File: config.mk
export PLATFORM = sky130hd
export DESIGN_NAME = control_fsm
export DESIGN_NICKNAME = d
export VERILOG_FILES = /design/src/rtl/control_fsm.sv
export SDC_FILE = /design/constraint.sdc
export NUM_CORES = 1
export LEC_CHECK = 0
export ABC_AREA = 0
export ABC_CLOCK_PERIOD_IN_PS = 5200
export CAP_MARGIN = 25
export CORE_MARGIN = 4
export CORE_UTILIZATION = 30
export CTS_CLUSTER_DIAMETER = 100
export DETAILED_ROUTE_END_ITERATION = 8
export HOLD_SLACK_MARGIN = 0.02
export MAX_ROUTING_LAYER = met4
export PLACE_DENSITY_LB_ADDON = 0.1
export SLEW_MARGIN = 20
export SYNTH_ARGS = -nofsm -noshare
export SYNTH_HDL_FRONTEND = slang
export SYNTH_SLANG_ARGS = --single-unit
export TNS_END_PERCENT = 10
File: constraint.sdc
create_clock -name clk -period 5.2 [get_ports clk]
set_input_delay 1.56 -clock clk [delete_from_list [all_inputs] [get_ports clk]]
set_output_delay 1.56 -clock clk [all_outputs]
set_load 0.02 [all_outputs]
File: src/rtl/control_fsm.sv
// Multicycle RISC-V main control FSM (lw, sw, R, I, jal, beq).
// Define BNE_BRANCH_EN to also accept bne (branch funct3=001).
module control_fsm (
    input  logic       clk,
    input  logic       reset,
    input  logic [6:0] op,
    input  logic [2:0] funct3,
    input  logic       funct7b5,
    input  logic       Zero,
    output logic       PCWrite,
    output logic       IRWrite,
    output logic       MemWrite,
    output logic       RegWrite,
    output logic       AdrSrc,
    output logic [1:0] ResultSrc,
    output logic [1:0] ALUSrcA,
    output logic [1:0] ALUSrcB,
    output logic [1:0] ImmSrc,
    output logic [2:0] ALUControl,
    output logic       Illegal
);

    localparam logic [6:0] OP_LW  = 7'b0000011;
    localparam logic [6:0] OP_SW  = 7'b0100011;
    localparam logic [6:0] OP_R   = 7'b0110011;
    localparam logic [6:0] OP_I   = 7'b0010011;
    localparam logic [6:0] OP_JAL = 7'b1101111;
    localparam logic [6:0] OP_BR  = 7'b1100011;

    localparam logic [2:0] ALU_AND = 3'b000;
    localparam logic [2:0] ALU_OR  = 3'b001;
    localparam logic [2:0] ALU_ADD = 3'b010;
    localparam logic [2:0] ALU_SUB = 3'b011;

    typedef enum logic [3:0] {
        FETCH, DECODE, MEMADR, MEMREAD, MEMWB, MEMWRITE,
        EXECUTER, EXECUTEI, ALUWB, JAL, BRANCH
    } state_t;

    state_t     state;
    logic       skip_wb;
    logic       alu_legal;
    logic [2:0] alu_dec;
    logic       br_legal;
    logic       taken;
    logic       decode_ok;
    logic       pc_update;
    logic       branch;

    always_comb begin
        alu_legal = 1'b1;
        alu_dec   = ALU_ADD;
        case (funct3)
            3'b000:  alu_dec = (op[5] & funct7b5) ? ALU_SUB : ALU_ADD;
            3'b110:  alu_dec = ALU_OR;
            3'b111:  alu_dec = ALU_AND;
            default: alu_legal = 1'b0;
        endcase
    end

    always_comb begin
`ifdef BNE_BRANCH_EN
        br_legal = (funct3 == 3'b000) || (funct3 == 3'b001);
        taken    = (funct3 == 3'b001) ? ~Zero : Zero;
`else
        br_legal = (funct3 == 3'b000);
        taken    = Zero;
`endif
    end

    always_comb begin
        case (op)
            OP_LW, OP_SW, OP_R, OP_I, OP_JAL: decode_ok = 1'b1;
            OP_BR:                            decode_ok = br_legal;
            default:                          decode_ok = 1'b0;
        endcase
    end

    always_comb begin
        case (op)
            OP_SW:   ImmSrc = 2'b01;
            OP_BR:   ImmSrc = 2'b10;
            OP_JAL:  ImmSrc = 2'b11;
            default: ImmSrc = 2'b00;
        endcase
    end

    // skip_wb carries an undecodable ALU funct3 from EXECUTE* into ALUWB
    always_ff @(posedge clk) begin
        if (reset) begin
            state   <= FETCH;
            skip_wb <= 1'b0;
        end else begin
            skip_wb <= ((state == EXECUTER) || (state == EXECUTEI)) && !alu_legal;
            case (state)
                FETCH:  state <= DECODE;
                DECODE: begin
                    case (op)
                        OP_LW, OP_SW: state <= MEMADR;
                        OP_R:         state <= EXECUTER;
                        OP_I:         state <= EXECUTEI;
                        OP_JAL:       state <= JAL;
                        OP_BR:        state <= br_legal ? BRANCH : FETCH;
                        default:      state <= FETCH;
                    endcase
                end
                MEMADR:   state <= op[5] ? MEMWRITE : MEMREAD;
                MEMREAD:  state <= MEMWB;
                EXECUTER: state <= ALUWB;
                EXECUTEI: state <= ALUWB;
                JAL:      state <= ALUWB;
                default:  state <= FETCH;
            endcase
        end
    end

    always_comb begin
        IRWrite    = 1'b0;
        MemWrite   = 1'b0;
        RegWrite   = 1'b0;
        AdrSrc     = 1'b0;
        ResultSrc  = 2'b00;
        ALUSrcA    = 2'b00;
        ALUSrcB    = 2'b00;
        ALUControl = ALU_AND;
        Illegal    = 1'b0;
        pc_update  = 1'b0;
        branch     = 1'b0;
        case (state)
            FETCH: begin
                IRWrite = 1'b1; ALUSrcB = 2'b10; ALUControl = ALU_ADD;
                ResultSrc = 2'b10; pc_update = 1'b1;
            end
            DECODE: begin
                ALUSrcA = 2'b01; ALUSrcB = 2'b01; ALUControl = ALU_ADD;
                Illegal = !decode_ok;
            end
            MEMADR: begin
                ALUSrcA = 2'b10; ALUSrcB = 2'b01; ALUControl = ALU_ADD;
            end
            MEMREAD:  AdrSrc = 1'b1;
            MEMWB: begin
                ResultSrc = 2'b01; RegWrite = 1'b1;
            end
            MEMWRITE: begin
                AdrSrc = 1'b1; MemWrite = 1'b1;
            end
            EXECUTER: begin
                ALUSrcA = 2'b10; ALUControl = alu_dec; Illegal = !alu_legal;
            end
            EXECUTEI: begin
                ALUSrcA = 2'b10; ALUSrcB = 2'b01; ALUControl = alu_dec;
                Illegal = !alu_legal;
            end
            ALUWB:    RegWrite = !skip_wb;
            JAL: begin
                ALUSrcA = 2'b01; ALUSrcB = 2'b10; ALUControl = ALU_ADD;
                pc_update = 1'b1;
            end
            BRANCH: begin
                ALUSrcA = 2'b10; ALUControl = ALU_SUB; branch = 1'b1;
            end
            default: ;
        endcase
        PCWrite = pc_update | (branch & taken);
        // reset overrides: writes off, selects parked at their FETCH values
        if (reset) begin
            PCWrite    = 1'b0;
            IRWrite    = 1'b0;
            MemWrite   = 1'b0;
            RegWrite   = 1'b0;
            Illegal    = 1'b0;
            AdrSrc     = 1'b0;
            ResultSrc  = 2'b10;
            ALUSrcA    = 2'b00;
            ALUSrcB    = 2'b10;
            ALUControl = ALU_ADD;
        end
    end

endmodule

==> run_results.csv, run 1 <==
group,metric,value,unit
pwr,power,0.1306,mW
floorplan,floorplan.die.width,51.28,um
pwr,p_leak,0.3146,nW
sta,fmax,200.5,MHz
clock_tree,holdBufCountCts,0,
synth,sequential_fraction_of_the_synthesis_area,17.82,%
setup_path,cpPeakStageDelay,0.41,ns
grt,first_pass_grt_wire_length,2.794,mm
setup_path,critical-path-top-cell-by-count,"sky130_fd_sc_hd__or3_4",
min_path,timing.hold.worst.class,"register to register",
grt,antenna_found_initial,0,
sta,finalSetupViolCount,0,
setup_path,setup.worst_path.class,"input port to output port",
synth,yosys_warnings,0,
pwr,power.net_switching,0.03790,mW
sta,maxSlewViolCount,0,
drt,first_iter_violations,8,
sta,hold_violations,0,
clock_tree,cts_num_sinks,5,
drt,antenna_violating_nets_post_route,0,
grt,grt_overflow_total,0,
drt,via_cell_ratio,5.123,
sta,finalClockSkew,0.001055,ns
drt,detailedRoute.firstPassIterationCount,4,
sta,min_period_over_period,95.89,%
setup_path,critical_path.max_fanout,3,
grt,first_global_vias,678,
status,run_status,"complete, no violations",
clock_tree,path_clk_slew,0.04,ns
synth,yosys.area.top_type_share,17.82,%
placed_design,finalWeightedCongestion,0.8213,
placed_design,port_buffers,29,
pwr,share_clk_of_total_power,33.4,%
run,timing.max_cap.violations,0,
placed_design,pre_cts_ws,-0.01398,ns
pwr,ir_worst_vdd,0.05606,mV
clock_tree,post_cts_resize_count,1,
layout,fin_nets,128,
grt,global_route_track_usage_on_met3,3.207,%
setup_path,kind_of_end_point_of_the_critical_path,"output port",
grt,track_usage,13.98,%
sta,layout_setup_ws,0.2135,ns
synth,mappedNetlistArea,561.8,um2
grt,grt_start_max_net_pins,17,
pwr,cell_internal_power_dissipation,0.09271,mW
grt,use_met2,22.32,%
synth,synth.distinct_cells,38,
clock_tree,cts_tree,"built",
setup_path,worstSetupStartpointType,"input port",
grt,grt.met1_usage,17.16,%
pwr,share_seq_of_total_power,32.4,%
synth,postSynthRegisterBits,5,
setup_path,path_cells,"clkdlybuf4s50_1 > or3_4 > o31a_1 > or3_4 > a31o_1 > dlygate4sd2_1",
floorplan,rows,15,
clock_tree,ctsRootBufferMaster,"sky130_fd_sc_hd__clkbuf_4",
synth,share_of_synthesized_flip_flops_with_an_asynchronous_set_or_reset,0,%
placed_design,hpwlAfterDp,1.348,mm
synth,netlist.top_cell.by_area,"sky130_fd_sc_hd__dfxtp_1",
layout,layout_commonest_cell,"sky130_fd_sc_hd__clkdlybuf4s50_1",
synth,synth-edff-count,0,
clock_tree,post-cts-setup-buffer-count,0,
setup_path,worst-endpoint-required,3.64,ns
layout,final_cell_area,930.9,um2
synth,synthesis.area_per_instance,7.022,um2
drt,detail_route.drc_violations,0,
setup_path,arrival,3.43,ns
layout,drive_gt1_share,13.27,%
clock_tree,clk_path_buf_depth,2,
floorplan,fp.coreArea,1745,um2
clock_tree,cts_made_buffers,3,
floorplan,die_height,51.28,um
drt,dr_total_vias,707,
layout,number_of_antenna_repair_diodes,0,
layout,final_core_util,53.33,%
sta,max_slew_margin,66.19,%
floorplan,ioPinCount,31,
drt,wire_per_inst,12.42,um
synth,postSynthCellCount,80,
pwr,power-per-cell-area,140.3,nW/um2
floorplan,initial_utilization,32.19,%
synth,post_synth_main_area_contributors,"sky130_fd_sc_hd__dfxtp_1 (18%), sky130_fd_sc_hd__nand2_1 (5.3%), sky130_fd_sc_hd__or3_4 (4.0%), sky130_fd_sc_hd__a21oi_1 (3.6%), sky130_fd_sc_hd__nor3_1 (3.6%)",
clock_tree,clk-insertion-delay-late,0.24,ns
drt,routed_wirelength,1.714,mm
setup_path,critical_path.slowest_cell,"sky130_fd_sc_hd__clkdlybuf4s50_1",
grt,globalRoute.busiestLayer,"met2",
layout,layout.cells.most_common_list,"sky130_fd_sc_hd__clkdlybuf4s50_1 (28), sky130_fd_sc_hd__nand2_1 (8), sky130_fd_sc_hd__buf_4 (7)",
pwr,power.share.combinational,34.2,%
synth,synth_top_flop_cell,"sky130_fd_sc_hd__dfxtp_1",
pwr,switching_share,29.02,%
placed_design,dpl_cell_area,905.9,um2
synth,synthesis.nets,94,
floorplan,die_area,2629,um2
clock_tree,cts_h_tree_depth,1,
sta,unrepaired_setup_endpoints_after_global_routing,"no",
sta,shortest_clock_period_the_worst_path_allows_after_layout,4.986,ns
sta,timing_worst_slew_pin_value,0.5001,ns
layout,syn_to_final_growth,65.70,%
-- routing by layer --
| metal | wire, um | part of all wire, % | up-vias |
|---|---|---|---|
| met3 | 105 | 6.1 | 0 |
| met2 | 807 | 47 | 24 |
| li1 | - | - | 368 |
| met4 | 0 | 0 | 0 |
| met1 | 800 | 47 | 315 |
| met5 | 0 | 0 | - |
-- kinds of logic after synthesis --
kind of cell    count (synthesis)  share of synthesized area, %
simple gates                   40                         42.54
buf+inv                        10                         7.350
compound gates                 22                         28.51
other cells                     1                        0.6675
flops                           5                         17.82
xor+xnor                        2                         3.119
-- through the flow --
step                      std cells   TNS [ns]  hold WS, ns
final                           138          0       0.6808
after global routing            138          0       0.7411
after CTS                       138          0       0.6836
after detailed placement        134   -0.01398       0.6705
after global placement          134  -0.009107       0.6723
after floorplan                  80          0       0.5280
-- power by group through the flow --
stage               Sequential, mW  Combinational [mW]  Clock, mW
floorplan                   0.0407              0.0229          0
global placement            0.0429              0.0447          0
detailed placement          0.0430              0.0453          0
CTS                         0.0423              0.0449     0.0467
global route                0.0425              0.0484     0.0495
finish                      0.0423              0.0447     0.0436
-- state kept, by name, indices dropped and copies added (netlist names) --
name	count
skip_wb	1
state	4
-- final cells by class --
class / instances / area (um2)
sequential: 5 / 100.1
tap: 25 / 31.28
timing repair buffer: 36 / 341.6
fill: 173 / 814.5
clock buffer: 4 / 26.28
inverter: 3 / 11.26
multi-input combinational: 65 / 420.4
-- synthesized netlist by cell type, types with 2 or more instances --
| library cell | count |
|---|---|
| sky130_fd_sc_hd__dfxtp_1 | 5 |
| sky130_fd_sc_hd__clkbuf_1 | 5 |
| sky130_fd_sc_hd__nand2_1 | 8 |
| sky130_fd_sc_hd__nor4b_1 | 2 |
| sky130_fd_sc_hd__nor2b_1 | 2 |
| sky130_fd_sc_hd__nand3_1 | 3 |
| sky130_fd_sc_hd__xnor2_1 | 2 |
| sky130_fd_sc_hd__nor2_1 | 5 |
| sky130_fd_sc_hd__nor3_1 | 4 |
| sky130_fd_sc_hd__inv_1 | 3 |
| sky130_fd_sc_hd__and2_1 | 2 |
| sky130_fd_sc_hd__a21oi_1 | 4 |
| sky130_fd_sc_hd__nand4_1 | 2 |
| sky130_fd_sc_hd__o21ai_0 | 4 |
| sky130_fd_sc_hd__or3_4 | 2 |
| sky130_fd_sc_hd__o2bb2ai_1 | 2 |
| sky130_fd_sc_hd__nand2b_1 | 3 |
| sky130_fd_sc_hd__a211oi_1 | 2 |
-- critical path: cells and delay by family --
| family | cells | cell delay, ns |
|---|---|---|
| AO/OA/AOI/OAI | 2 | 0.42 |
| AND/OR/NAND/NOR | 2 | 0.72 |
| buffers and inverters | 2 | 0.72 |
-- final timing paths --
path	startpoint	endpoint	slack, ns	cells past startpoint
min reg2reg	state[0]$_SDFF_PP0_	state[0]$_SDFF_PP0_	0.68	1
min	state[0]$_SDFF_PP0_	state[0]$_SDFF_PP0_	0.68	1
max	funct3[1]	Illegal	0.21	6
max reg2reg	state[2]$_SDFF_PP0_	state[1]$_SDFF_PP0_	3.54	4
(Power assumes the default switching activity.)
==> inputs of run 2 (changes only) <==
Settings changed: PLACE_DENSITY set to 0.62, PLACE_DENSITY_LB_ADDON 0.1 to not set.
==> run_results.csv, run 2 (synthesized netlist as in run 1, its figures left out) <==
group,metric,value,unit
min_path,timing.hold.worst.class,"register to register",
setup_path,cpPeakStageDelay,0.44,ns
layout,syn_to_final_growth,60.36,%
floorplan,ioPinCount,31,
floorplan,rows,15,
clock_tree,post-cts-setup-buffer-count,0,
setup_path,critical-path-top-cell-by-count,"sky130_fd_sc_hd__or3_4",
setup_path,worst-endpoint-required,3.64,ns
sta,finalClockSkew,0.002698,ns
setup_path,critPathTopFamily,"buffers and inverters",
sta,maxSlewViolCount,0,
placed_design,hpwlAfterDp,1.280,mm
clock_tree,cts_num_sinks,5,
sta,unrepaired_setup_endpoints_after_global_routing,"no",
placed_design,finalWeightedCongestion,0.8209,
clock_tree,ctsRootBufferMaster,"sky130_fd_sc_hd__clkbuf_4",
sta,shortest_clock_period_the_worst_path_allows_after_layout,5.023,ns
grt,first_global_vias,663,
drt,detail_route.drc_violations,0,
layout,fin_nets,124,
layout,fillcell_total,186,
clock_tree,clk_path_buf_depth,2,
grt,grt_start_max_net_pins,17,
sta,setup_tns,0,ns
clock_tree,holdBufCountCts,0,
floorplan,die_area,2629,um2
setup_path,kind_of_end_point_of_the_critical_path,"output port",
setup_path,worstSetupStartpointType,"input port",
drt,detailedRoute.firstPassIterationCount,4,
drt,via_cell_ratio,5.306,
sta,fmax,199.1,MHz
grt,grt_overflow_total,0,
sta,min_period_over_period,96.59,%
layout,drive_gt1_share,10.09,%
placed_design,port_buffers,29,
floorplan,floorplan.die.width,51.28,um
run,timing.max_cap.violations,0,
floorplan,initial_utilization,32.19,%
setup_path,critical_path.slowest_cell,"sky130_fd_sc_hd__clkdlybuf4s50_1",
clock_tree,cts_made_buffers,3,
setup_path,path_cells,"clkdlybuf4s50_1 > or3_4 > o31a_1 > or3_4 > a31o_1 > dlygate4sd2_1",
drt,first_iter_violations,4,
clock_tree,cts_h_tree_depth,1,
drt,wire_per_inst,12.48,um
pwr,power,0.1306,mW
setup_path,path_buf_inv,2,
setup_path,arrival,3.46,ns
floorplan,die_height,51.28,um
status,run_status,"complete, no violations",
setup_path,critical_path.max_fanout,3,
drt,routed_wirelength,1.672,mm
layout,biggestRegsByFlops,"state x4, skip_wb x1",
layout,register_with_the_most_flip_flops,"state",
clock_tree,clk-insertion-delay-late,0.24,ns
pwr,p_leak,0.2960,nW
clock_tree,post_cts_resize_count,1,
layout,number_of_antenna_repair_diodes,0,
layout,largest_register_ff_count,4,
setup_path,setup.worst_path.class,"input port to output port",
layout,layout_commonest_cell,"sky130_fd_sc_hd__clkdlybuf4s50_1",
pwr,ir_worst_vdd,0.06819,mV
floorplan,fp.coreArea,1745,um2
clock_tree,path_clk_slew,0.04,ns
clock_tree,cts_tree,"built",
grt,track_usage,13.55,%
grt,first_pass_grt_wire_length,2.704,mm
drt,dr_total_vias,711,
sta,hold_ws,0.6711,ns
layout,layout.cells.most_common_list,"sky130_fd_sc_hd__clkdlybuf4s50_1 (28), sky130_fd_sc_hd__nand2_1 (8), sky130_fd_sc_hd__nor2_1 (5), sky130_fd_sc_hd__dfxtp_1 (5)",
sta,finalSetupViolCount,0,
drt,antenna_violating_nets_post_route,0,
pwr,power-per-cell-area,144.9,nW/um2
sta,hold_violations,0,
grt,antenna_found_initial,0,
## run 2: cell types whose count changed in the layout (fill, tap and decap cells not counted)
cell | before | now
sky130_fd_sc_hd__buf_4 | 7 | 3
## run 2: final timing paths
check	from	endpoint	slack, ns	depth (start not counted)
setup reg to reg	state[2]$_SDFF_PP0_	state[1]$_SDFF_PP0_	3.64	3
setup / recovery	funct3[1]	Illegal	0.18	6
hold reg to reg	state[0]$_SDFF_PP0_	state[0]$_SDFF_PP0_	0.67	1
hold / removal	state[0]$_SDFF_PP0_	state[0]$_SDFF_PP0_	0.67	1
## run 2: report_power, final
| group | switching (mW) | internal [mW] |
|---|---|---|
| Combinational | 0.0199 | 0.0231 |
| Sequential | 0.00295 | 0.0392 |
| Clock | 0.0164 | 0.0290 |
| Total | 0.0392 | 0.0913 |
## run 2: area by class of cell
type,count,area (um2),share of cell area (%)
Multi-Input combinational cell,65,420.4,46.67
Sequential cell,5,100.1,11.11
Clock buffer,4,26.28,2.917
Inverter,3,11.26,1.250
Timing Repair Buffer,32,311.5,34.58
Tap cell,25,31.28,3.472
## run 2: per-layer routing
| layer | vias up | routed length [um] | GRT usage [%] |
|---|---|---|---|
| li1 | 355 | - | - |
| met1 | 315 | 791 | 16.11 |
| met2 | 36 | 724 | 22.10 |
| met3 | 5 | 115 | 1.458 |
| met4 | 0 | 39 | 7.860 |
| met5 | - | 0 | - |
## run 2: per-stage QoR
step	util [%]	std cells	setup slack (ns)	cell area [um2]
2_1_floorplan	-	80	0.8575	561.8
3_3_place_gp	50.18	130	-0.03224	875.8
3_5_place_dp	50.18	130	-0.05300	875.8
4_1_cts	51.61	134	0.1675	900.9
5_1_grt	51.61	134	0.1016	900.9
6_report	51.61	134	0.1774	900.9
## run 2: worst reg2reg max path: stages (launching register included)
cell and delay [ns]:
sky130_fd_sc_hd__dfxtp_1 0.44, sky130_fd_sc_hd__or3_1 0.51, sky130_fd_sc_hd__or4_1 0.45, sky130_fd_sc_hd__o31ai_2 0.07
